### config.mk
export PLATFORM = sky130hd
export DESIGN_NAME = note_sequencer
export DESIGN_NICKNAME = d
export VERILOG_FILES = /design/src/rtl/note_sequencer.sv
export SDC_FILE = /design/constraint.sdc
export NUM_CORES = 1
export LEC_CHECK = 0
export CORE_MARGIN = 1.5
export CORE_UTILIZATION = 33
export DETAILED_ROUTE_END_ITERATION = 6
export DONT_BUFFER_PORTS = 1
export GPL_ROUTABILITY_DRIVEN = 1
export PLACE_DENSITY = 0.46
export SLEW_MARGIN = 20
export SYNTH_ARGS = -nofsm -noshare
export SYNTH_HDL_FRONTEND = slang
export SYNTH_SLANG_ARGS = --single-unit
### constraint.sdc
create_clock -name clk -period 2.7 [get_ports clk]
set_input_delay 0.54 -clock clk [delete_from_list [all_inputs] [get_ports clk]]
set_output_delay 0.54 -clock clk [all_outputs]
set_load 0.02 [all_outputs]
### src/rtl/note_sequencer.sv
// Note-table melody sequencer: fetches (pitch, duration) entries over a req/ack
// handshake, times each note on a sample tick and drives clkgen reload and tone gating.
module note_sequencer #(
  parameter int PITCH_W   = 5,
  parameter int DUR_W     = 13,
  parameter int ADDR_W    = 5,
  parameter int SONG_LEN  = 20,
  parameter int GAP_TICKS = 1
) (
  input  logic               clk,
  input  logic               reset,
  input  logic               tick,
  input  logic               start,
  input  logic               stop,
  input  logic               loop_en,
  output logic               rom_req,
  output logic [ADDR_W-1:0]  rom_addr,
  input  logic               rom_ack,
  input  logic [PITCH_W-1:0] rom_pitch,
  input  logic [DUR_W-1:0]   rom_dur,
  output logic [PITCH_W-1:0] pitch_maxval,
  output logic               pitch_load,
  output logic               tone_en,
  output logic               busy,
  output logic               done,
  output logic [ADDR_W-1:0]  note_idx
);

  localparam logic [ADDR_W-1:0] LAST_IDX = ADDR_W'(SONG_LEN - 1);
  localparam logic [DUR_W-1:0]  GAP      = DUR_W'(GAP_TICKS);
  localparam logic [DUR_W-1:0]  ONE      = DUR_W'(1);

  typedef enum logic [1:0] {
    IDLE  = 2'd0,
    FETCH = 2'd1,
    PLAY  = 2'd2,
    ENDS  = 2'd3
  } state_t;

  state_t             r_state;
  logic [ADDR_W-1:0]  r_idx;
  logic [DUR_W-1:0]   r_remaining;
  logic [PITCH_W-1:0] r_pitch;
  logic               r_load;
  logic               r_tone;
  logic               r_req;
  logic               r_busy;
  logic               r_done;
  logic [DUR_W-1:0]   w_remNext;

  assign w_remNext = r_remaining - ONE;

  // The fetch address and the current note index always move together.
  always_ff @(posedge clk or negedge reset) begin
    if (!reset) begin
      r_state     <= IDLE;
      r_idx       <= '0;
      r_remaining <= '0;
      r_pitch     <= '0;
      r_load      <= 1'b0;
      r_tone      <= 1'b0;
      r_req       <= 1'b0;
      r_busy      <= 1'b0;
      r_done      <= 1'b0;
    end else begin
      r_load <= 1'b0;
      r_done <= 1'b0;
      if (stop) begin
        r_state <= IDLE;
        r_req   <= 1'b0;
        r_tone  <= 1'b0;
        r_busy  <= 1'b0;
      end else begin
        case (r_state)
          IDLE: begin
            if (start) begin
              r_state <= FETCH;
              r_idx   <= '0;
              r_req   <= 1'b1;
              r_busy  <= 1'b1;
            end
          end
          FETCH: begin
            r_tone <= 1'b0;
            if (rom_ack) begin
              r_req <= 1'b0;
              if (rom_dur == '0) begin
                r_state <= ENDS;
              end else begin
                r_state     <= PLAY;
                r_pitch     <= rom_pitch;
                r_load      <= 1'b1;
                r_remaining <= rom_dur;
                r_tone      <= (rom_pitch != '0) && (rom_dur > GAP);
              end
            end
          end
          PLAY: begin
            if (tick) begin
              if (r_remaining == ONE) begin
                r_remaining <= '0;
                r_tone      <= 1'b0;
                if (r_idx == LAST_IDX) begin
                  r_state <= ENDS;
                end else begin
                  r_state <= FETCH;
                  r_idx   <= r_idx + ADDR_W'(1);
                  r_req   <= 1'b1;
                end
              end else begin
                r_remaining <= w_remNext;
                if (w_remNext <= GAP) begin
                  r_tone <= 1'b0;
                end
              end
            end
          end
          ENDS: begin
            if (loop_en) begin
              r_state <= FETCH;
              r_idx   <= '0;
              r_req   <= 1'b1;
            end else begin
              r_state <= IDLE;
              r_done  <= 1'b1;
              r_busy  <= 1'b0;
              r_tone  <= 1'b0;
            end
          end
          default: begin
            r_state <= IDLE;
            r_req   <= 1'b0;
            r_tone  <= 1'b0;
            r_busy  <= 1'b0;
          end
        endcase
      end
    end
  end

  assign rom_req      = r_req;
  assign rom_addr     = r_idx;
  assign note_idx     = r_idx;
  assign pitch_maxval = r_pitch;
  assign pitch_load   = r_load;
  assign tone_en      = r_tone;
  assign busy         = r_busy;
  assign done         = r_done;

endmodule

==> flow_metrics.py <==
metrics = {
    "critical_path": {
        "setup.worst_path.start": "r_remaining[9]",
        "cp_max_fo": 7,
        "worstSetupEndpointType": "flop",
        "timing_worst_setup_path_type": "reg -> reg",
        "path_cells": "or4_4, nor4b_4, a21oi_2, or3_4, o311ai_0, nand2_1",
        "critPathArrivalTime_ns": 2.65,
        "slowest_delay_ns": 0.60,
        "r2r_start": "r_remaining[9]",
        "start_kind": "flop",
        "critPathTopFamily": "simple AND/OR/NAND/NOR gates",
        "worstPathRequired_ns": 2.86,
        "crit_buf_inv": 0,
        "cpMaxStageDelayCell": "or4_4",
    },
    "clock_network": {
        "cts_max_level": 2,
        "cts_setup_buffers": 0,
        "cts_tree": "yes",
        "cts_made_buffers": 5,
        "cts_sinks": 30,
        "clock_latency_ns": 0.29,
        "path_clk_slew_ns": 0.07,
        "root_buffer": "clkbuf_8",
        "clock_path_buffers": 2,
    },
    "logic_synthesis": {
        "yosysTopAreaCell": "dfrtp_1",
        "synth_ff_type": "dfrtp_1",
        "syn-num-nets": 258,
        "synth-seq-area-share_pct": 38.5,
        "postSynth.asyncResetShare_pct": 100,
        "synth_edf_count": 0,
        "synth.area.top_cells": "dfrtp_1, o21ai_0, nor2_1",
        "ys_warn_count": 0,
        "synth_top_cells_by_count": "dfrtp_1, nor2_1, o21ai_0, nand2_1",
        "yosysMostFrequentCell": "dfrtp_1",
        "ys_ff_latch": 30,
        "synth_top_area_share_pct": 38.5,
        "avgSynthCellArea_um2": 8.52,
        "syn_inst": 229,
        "synth_area_um2": 1950,
        "yosysUniqueCellTypes": 49,
    },
    "pwr": {
        "powerDensity_nw_per_um2": 1080,
        "total_power_uw": 2320,
        "vdd_drop_max_mv": 0.349,
        "p_leak_uw": 0.000860,
    },
    "timing": {
        "setup_viol": 0,
        "skew_ns": 0.0111,
        "maxSlewViolCount": 0,
        "setup_ws_ns": 0.213,
        "fin_tns_setup_ns": 0,
        "worstMarginPinSlew_ns": 0.591,
        "fin_crit_sh_pct": 92.1,
        "finalCriticalPeriod_ns": 2.49,
        "grt_setup_unrepaired": "no",
        "fmax_ghz": 0.402,
        "relSlewSlack_pct": 60.4,
        "hold_viol": 0,
    },
    "routing": {
        "post_drt_via_cell_ratio": 5.68,
        "first_pass_iters": 4,
        "drc": 0,
        "drtAntennaViolNets": 0,
        "wire_per_inst_um": 18.3,
        "wirelength_mm": 5.59,
        "drt-initial-drc-count": 108,
        "num_vias": 1737,
    },
    "global_routing": {
        "grt_max_degree": 31,
        "grt_pass1_wl_mm": 9.16,
        "track_usage_pct": 18.8,
        "first_global_vias": 1707,
        "overflow": 0,
        "antenna_found_initial": 0,
    },
    "floorplan": {
        "boundaryPins": 45,
        "core_region_area_um2": 5610,
        "die_y_um": 79.9,
        "fp.dieW_um": 79.9,
        "fp-row-count": 27,
        "die_area_um2": 6380,
        "initial_core_util_pct": 34.8,
    },
    "place": {
        "place_hpwl_mm": 4.14,
        "place_congestion": 0.856,
        "portBuffers": 0,
        "dp_slack_ns": 0.238,
        "placed_cells": 297,
    },
    "cells_and_area": {
        "final_cells": 306,
        "postLayoutCoreUtil_pct": 38.5,
        "layout.nets": 262,
        "drive_above_1_share_pct": 14.1,
        "synthToLayoutAreaGrowth_pct": 10.5,
        "n_antenna_cell": 0,
    },
    "min_path": {
        "hp-class": "in -> async",
    },
    "job": {
        "maxCapViolations": 0,
    },
    "outcome": {
        "status": "completed",
    },
}
## stage by stage
step           hold slack (ns)  area [µm²]
2_1_floorplan            0.244        1950
3_5_place_dp             0.246        2040
5_1_grt                 0.0715        2160
3_3_place_gp             0.246        2040
6_report                0.0701        2160
4_1_cts                 0.0749        2150
## what timing repair did
item,in CTS,in global routing
hold buffers,1,0
endpoints found under the hold margin,30,0
gates resized for setup,0,0
## power breakdown
part | internal (µW) | switching (µW)
combinational | 429 | 603
clock | 206 | 179
sequential | 613 | 295
total | 1250 | 1080
## layout by cell type, fill, tap and decap left out, types with 2 or more instances in the layout
cell	synthesis	routed
nor3b_1	3	3
xnor2_1	4	4
nand3b_1	2	2
dfrtp_1	30	30
mux2_2	6	6
nand4_1	2	2
o21ai_0	25	25
a211oi_1	3	3
nor2b_1	4	4
buf_4	5	9
clkbuf_8	0	6
nor3_1	12	11
or3_1	2	2
ha_1	4	4
nand2_1	19	19
o311ai_0	2	2
nor4_1	7	7
nand2b_1	6	6
nand3_1	3	3
a31oi_1	2	2
a32oi_1	3	3
or2_2	2	2
mux2i_1	2	2
a21oi_1	12	12
a22oi_1	5	5
or4_1	2	2
nor2_1	26	26
inv_1	8	8
## layer usage
layer	track usage, %	routed length [µm]	up-vias
met5	0	0	-
met4	5.34	85	0
met3	5.26	451	7
met2	26.9	2390	64
met1	27.4	2670	826
li1	-	-	840
## logic make-up after synthesis
family / Yosys count / synth area share, %
AOI/OAI and AO/OA: 63 / 20.0
adders and majority gates: 4 / 2.56
and+or+nand+nor: 98 / 27.2
xor gates and xnor gates: 5 / 2.24
muxes: 8 / 4.49
DFF: 30 / 38.5
buffers and inverters: 21 / 5.06
## worst register-to-register path, cell delays in order (launching register included)
cell and delay (ns):
dfrtp_1 0.43, or4_4 0.61, nor4b_4 0.30, a21oi_2 0.19, or3_4 0.43, o311ai_0 0.32
nand2_1 0.09
## cell type report
class / count / area (µm²)
clock buffers: 7 / 86.3
repair buffers: 10 / 87.6
inverters: 8 / 30.0
multi-input cells: 178 / 1110
clock inverters: 1 / 5.00
fillers: 587 / 3450
flip-flops and latches: 30 / 751
well taps: 72 / 90.1
## sequential cells by signal, summed over array words and instances, names as in the netlist
signal	flops
tone_en	1
pitch_maxval	5
pitch_load	1
note_idx	5
done	1
busy	1
r_remaining	13
rom_req	1
r_state	2
## worst paths after layout
| path | endpoint | slack (ns) | cells after the start |
|---|---|---|---|
| setup / recovery | rom_req | 0.21 | 6 |
| setup reg to reg | rom_req | 0.21 | 6 |
| hold reg to reg | r_remaining[5] | 0.57 | 2 |
| min in group clk | busy | 0.31 | 1 |
| hold / removal | r_remaining[0] | 0.07 | 1 |
| max in group asynchronous | note_idx[2] | 2.44 | 1 |
Note: power is estimated with default switching activity, not from simulation.
